===== src/rtl/hazard_scoreboard.sv =====
// Hazard control unit for the 5-stage pipeline: tracks EX/MEM occupants to
// generate load-use and ID-branch stalls, multi-cycle load freezes and IF flush.
module hazard_scoreboard #(
  parameter int AW           = 5,
  parameter int MEM_LAT      = 0,
  parameter int BRANCH_IN_ID = 1,
  parameter int CW           = 16
) (
  input  logic          clk,
  input  logic          rst_n,
  input  logic          id_valid,
  input  logic [AW-1:0] id_rs,
  input  logic [AW-1:0] id_rt,
  input  logic          id_use_rs,
  input  logic          id_use_rt,
  input  logic [AW-1:0] id_dst,
  input  logic          id_reg_write,
  input  logic          id_mem_read,
  input  logic          id_is_branch,
  input  logic          branch_taken,
  input  logic          stat_clr,
  output logic          pc_write,
  output logic          ifid_write,
  output logic          idex_bubble,
  output logic          if_flush,
  output logic          freeze,
  output logic [CW-1:0] stall_cycles
);

  localparam logic       branchInId = (BRANCH_IN_ID != 0);
  localparam logic [2:0] memLat     = 3'(MEM_LAT);

  logic          exV, exWr, exLd;
  logic [AW-1:0] exDst;
  logic          memV, memWr, memLd;
  logic [AW-1:0] memDst;
  logic [2:0]    memWcnt;
  logic [CW-1:0] stallCnt;

  logic exMatch, memMatch, loadUse, brHaz, frz, stall;

  function automatic logic srcMatch(input logic v, input logic wr, input logic [AW-1:0] d,
                                    input logic [AW-1:0] rs, input logic [AW-1:0] rt,
                                    input logic useRs, input logic useRt);
    return v && wr && (d != '0) && ((useRs && (d == rs)) || (useRt && (d == rt)));
  endfunction

  assign exMatch  = id_valid && srcMatch(exV, exWr, exDst, id_rs, id_rt, id_use_rs, id_use_rt);
  assign memMatch = id_valid && srcMatch(memV, memWr, memDst, id_rs, id_rt, id_use_rs, id_use_rt);
  assign loadUse  = exLd && exMatch;
  assign brHaz    = branchInId && id_is_branch && (exMatch || (memLd && memMatch));
  assign frz      = memV && memLd && (memWcnt != '0);
  assign stall    = !frz && (loadUse || brHaz);

  // Freeze outranks stall; flush only fires once nothing holds the front end.
  assign freeze       = frz;
  assign pc_write     = !frz && !stall;
  assign ifid_write   = !frz && !stall;
  assign idex_bubble  = stall;
  assign if_flush     = !frz && !stall && branchInId && id_valid && id_is_branch && branch_taken;
  assign stall_cycles = stallCnt;

  always_ff @(posedge clk or negedge rst_n) begin
    if (!rst_n) begin
      exV     <= 1'b0;
      exWr    <= 1'b0;
      exLd    <= 1'b0;
      exDst   <= '0;
      memV    <= 1'b0;
      memWr   <= 1'b0;
      memLd   <= 1'b0;
      memDst  <= '0;
      memWcnt <= '0;
    end else if (frz) begin
      memWcnt <= memWcnt - 3'd1;
    end else begin
      memV    <= exV;
      memWr   <= exWr;
      memLd   <= exLd;
      memDst  <= exDst;
      memWcnt <= exLd ? memLat : '0;
      if (stall || !id_valid) begin
        exV   <= 1'b0;
        exWr  <= 1'b0;
        exLd  <= 1'b0;
        exDst <= '0;
      end else begin
        exV   <= 1'b1;
        exWr  <= id_reg_write;
        exLd  <= id_mem_read;
        exDst <= id_dst;
      end
    end
  end

  always_ff @(posedge clk or negedge rst_n) begin
    if (!rst_n) begin
      stallCnt <= '0;
    end else if (stat_clr) begin
      stallCnt <= '0;
    end else if ((stall || frz) && (stallCnt != '1)) begin
      stallCnt <= stallCnt + 1'b1;
    end
  end

endmodule

===== config.mk =====
export PLATFORM = sky130hd
export DESIGN_NAME = hazard_scoreboard
export DESIGN_NICKNAME = d
export VERILOG_FILES = /design/src/rtl/hazard_scoreboard.sv
export SDC_FILE = /design/constraint.sdc
export NUM_CORES = 1
export LEC_CHECK = 0
export BUFFER_PORTS_ARGS = -buffer_cell sky130_fd_sc_hd__buf_2
export CORE_AREA = 2 2 86 88
export CTS_BUF_LIST = sky130_fd_sc_hd__clkbuf_16
export DETAILED_ROUTE_END_ITERATION = 16
export DIE_AREA = 0 0 88 90
export SLEW_MARGIN = 20
export SYNTH_ARGS = -nofsm -noshare
export SYNTH_HDL_FRONTEND = slang
export SYNTH_SLANG_ARGS = --single-unit
export TNS_END_PERCENT = 5

===== constraint.sdc =====
create_clock -name clk -period 6 [get_ports clk]
set_clock_uncertainty 0.1 [all_clocks]
set_input_delay 0.6 -clock clk [delete_from_list [all_inputs] [get_ports clk]]
set_output_delay 0.6 -clock clk [all_outputs]
set_load 0.02 [all_outputs]

======== Yosys cells after proc, flatten, opt, wreduce, memory -nomap -nowiden ========
Index checks and enable logic that the tools add are counted.
W data, S select, Z words.
storage, ports and cells
  output and inout port bits .............. 21
  register bits ........................... 35
  logic and storage cells ................. 60
  bits of input ports ..................... 25
operators by class
  reductions and logical operators ........ 36
  muxes and demuxes ....................... 7
  eq/ne operators ......................... 5
  add/sub/neg operators ................... 2
operators by type and width
  kind                     number
  $mux W16                 2
  $logic_and A1 B1 Y1      23
  $eq A5 B5 Y1             4
  $add A16 B1 Y16 const B  1
  $ne A16 B16 Y1 const B   1
  $reduce_bool A5 Y1       2
  $logic_or A1 B1 Y1       6
  $mux W5                  1
  $logic_not A1 Y1         3
  $mux W1                  3
  $mux W3                  1
  $reduce_bool A3 Y1       1
  $sub A3 B1 Y3 const B    1
  $reduce_bool A2 Y1       1

======== Longest topological paths before layout ========
  depth after elaboration ................. 15
  gate-level depth with buffers ........... 11
  mapped depth without buffers ............ 9

======== Worst setup path after synthesis ========
Ideal clock, no wire load.
  kind .................................... register to output
  from .................................... register memWcnt[0]
  to ...................................... output port pc_write
  setup slack ............................. 3.273 ns
  cell stages (with the launch flop) ...... 9
  path buffers ............................ 2
  arrival time ............................ 2.027 ns
  required time ........................... 5.300 ns
  cell sequence ........................... dfrtp_1 -> inv_1 -> ha_1 -> inv_1 -> o211ai_1 -> clkinv_1 -> clkbuf_1 -> nor2_1 -> buf_4
between the ends
  cells in the longest elaborated chain, start to end .. 6
RTL lines
  element                 line  RTL
  from (decl)             37    logic [2:0] memWcnt;
  from (signal assigned)  75    memWcnt <= memWcnt - 3'd1;
  from (signal assigned)  81    memWcnt <= exLd ? memLat : '0;
  $reduce_bool A3 Y1 *    52    assign frz = memV && memLd && (memWcnt != '0);
  $logic_and A1 B1 Y1 *   52
  named net freeze        26    output logic freeze,
  $logic_not A1 Y1 *      n/a
  $logic_and A1 B1 Y1     53    assign stall = !frz && (loadUse || brHaz);
  $logic_not A1 Y1        n/a
  $logic_and A1 B1 Y1 *   n/a
  to (decl)               22    output logic pc_write,
Mark *: on every way through the listed nets, which the timed path passes. The rest lies on a longest branch.

======== Final worst setup path ========
  from .................................... register memWcnt[0]
  to ...................................... output port ifid_write
between the ends
  cells in the longest elaborated chain, start to end .. 6
RTL lines
  element                line    RTL
  $reduce_bool A3 Y1 *   52
  $logic_and A1 B1 Y1 *  52
  $logic_not A1 Y1 *     53, 58
  $logic_and A1 B1 Y1    53
  $logic_not A1 Y1       58      assign ifid_write = !frz && !stall;
  $logic_and A1 B1 Y1 *  58
  to (decl)              23      output logic ifid_write,
Mark *: on every way between the ends. The rest lies on a longest branch, timed or not.

==> metrics.cfg <==
[yosys]
yosys.area.top_type=dfrtp_1
synth-async-reset-ratio=1.000
synth.top_cell.area_share=0.4617
ys_ff_latch=35
synth.most_common_cell=dfrtp_1
synthXorXnorAreaFrac=0.1016
synthMuxAreaShare=0.005277
yosys.cell_types.count=36
synth_fp_nets=229
ys_top_cells_by_count=dfrtp_1, nand2_1, xnor2_1
synth_enable_flop_cells=0
synth_cells=201
yosys-top-cells-area=dfrtp_1, xnor2_1, nand2_1
yosys_warnings=0
synth_ff_type=dfrtp_1
syn_avg_cell_area_um2=9.437
synth_compound_area_frac=0.1471
synthAdderAreaFrac=0.01979
synth_top_family_by_area=simple AND/OR/NAND/NOR gates
synthSimpleGateAreaFrac=0.2230
synth-seq-area-share=0.4617
synth_area_um2=1897

[clock_network]
clockBufferDepth=2
cts_max_level=2
clk_latency_ns=0.28
ctsHoldBuffers=0
cts_setup_buffers=0
cts_resized=0
cts-root-buf=clkbuf_16
cts_buffers=5
cts_tree=yes
cts_num_sinks=35
path_clk_slew_ns=0.06

[floorplan]
die_x_um=88
core_um2=7020
rows=31
io_pins=46
die_h_um=90
die-area_um2=7920
start_util=0.2702

[cells_and_area]
layout-drive-gt1-share=0.2195
syn_to_final_growth_pct=25.40
final_cell_count_no_fill=345
nets=273
n_antenna_cell=0

[setup_path]
crit_start=memWcnt[0]
cp.required_ns=5.30
cp_max_fo=17
reg2reg_to=stall_cycles[1]
r2r_slack_ns=2.79
crit_path_start_kind=register
reg2reg_depth=9
arrival_ns=2.79
endpoint=ifid_write
critPathCaptureType=output port
path_class=reg -> out
r2r-start=memWcnt[0]

[sta]
max_slew.worst_pin.slew_ns=0.9110
hold_viol_final=0
slew_viol_final=0
rsz0062_at_grt=no
maxSlewHeadroom=0.3900
finalSetupViolations=0
max_freq_mhz=286.6
setup_tns_ns=0
period_needed_ns=3.489
fin_crit_sh=0.5816

[global_routing]
grt_pass1_vias=1578
grt_max_degree=36
grt_pass1_wl_mm=7.362
grt_overflow=0
gr-usage-all-layers=0.1177
antenna_found_initial=0

[place]
place_hpwl_mm=3.175
io_buffers=45
gp_congestion=0.7496
dp.cells=337

[power]
vdd_ir_drop_max_mv=0.1600
p_total_mw=0.6216
leakagePower_nw=1.085
pwr_density_cell_nw_per_um2=261.4

[worst_hold_path]
hp-class=in -> async

[outcome]
status=finished, final reports clean

[drt]
via_count=1609
drtIter0Drc=86
drt_first_pass_iters=4
wl_per_cell_um=12.71
finalWirelength_mm=4.386
remaining_drc_errors=0
via_per_inst=4.664
ant_nets=0

[job]
drv_cap=0

[cell usage in the layout (no fill, tap or decap), types with 9 or more instances in the layout]
cell and n:
nand3_1 9, o21ai_0 9, a21oi_1 15, nand2_1 27
xnor2_1 21, dfrtp_1 35, or3_1 11, nand4_1 9
nor2_1 9, buf_2 45
[cells by family (layout without fill, tap and decap cells)]
logic type | count (synthesis) | after routing
and+or+nand+nor | 82 | 82
muxes | 1 | 1
buffers and inverters | 14 | 59
adders and majority gates | 3 | 3
xor gates and xnor gates | 22 | 22
DFF | 35 | 35
AOI/OAI and AO/OA | 44 | 44
[metal layers]
metal	vias to the layer above	track usage	wire [um]
met3	8	0.02938	264
met4	0	0.04744	71
li1	805	-	-
met2	52	0.1768	1984
met1	744	0.1607	2065
met5	-	0	0
[cell type report]
| type | instances | area (um^2) |
|---|---|---|
| multi-input combinational | 152 | 942.2 |
| sequential | 35 | 875.8 |
| fill | 737 | 4642 |
| timing repair buffer | 45 | 225.2 |
| clock inverter | 3 | 63.81 |
| tap | 99 | 123.9 |
| inverter | 6 | 22.52 |
| clock buffer | 5 | 125.1 |
[power by group]
group          total [mW]  switching [mW]  leakage, nW  internal [mW]
combinational      0.0401          0.0202        0.521         0.0199
clock               0.332          0.0959       0.0952          0.236
sequential          0.249         0.00746        0.469          0.242
total               0.622           0.124         1.09          0.498
[flip-flops by register name (all words and copies together) (netlist names)]
signal	flops
memWcnt	3
exDst	5
memWr	1
exV	1
memLd	1
stall_cycles	16
memDst	5
exLd	1
memV	1
exWr	1
[worst max-delay path, stage by stage, from the launching register on]
cell,delay (ns)
dfrtp_1,0.37
inv_1,0.07
ha_1,0.14
inv_1,0.03
o211ai_1,0.73
clkinv_1,0.70
nor2_1,0.28
buf_2,0.19
[worst min-delay path by stage]
stage,start,cells past startpoint,slack [ns],endpoint
after global placement,memWcnt[0],1,0.31,memWcnt[0]
after global routing,memWcnt[0],1,0.33,memWcnt[0]
final,rst_n,1,0.30,stall_cycles[2]
after CTS,memWcnt[0],1,0.32,memWcnt[0]
after floorplan,rst_n,0,0.20,exDst[0]
after detailed placement,memWcnt[0],1,0.31,memWcnt[0]
[stage by stage]
step | util | instance area [um^2] | worst slack, ns | hold slack, ns
2_1_floorplan | - | 1897 | 3.273 | 0.2044
3_3_place_gp | 0.3119 | 2190 | 2.804 | 0.3099
3_5_place_dp | 0.3119 | 2190 | 2.754 | 0.3134
4_1_cts | 0.3388 | 2379 | 2.450 | 0.3205
5_1_grt | 0.3388 | 2379 | 2.139 | 0.3255
6_report | 0.3388 | 2379 | 2.511 | 0.2958
Power figures use the tool's default switching activity.
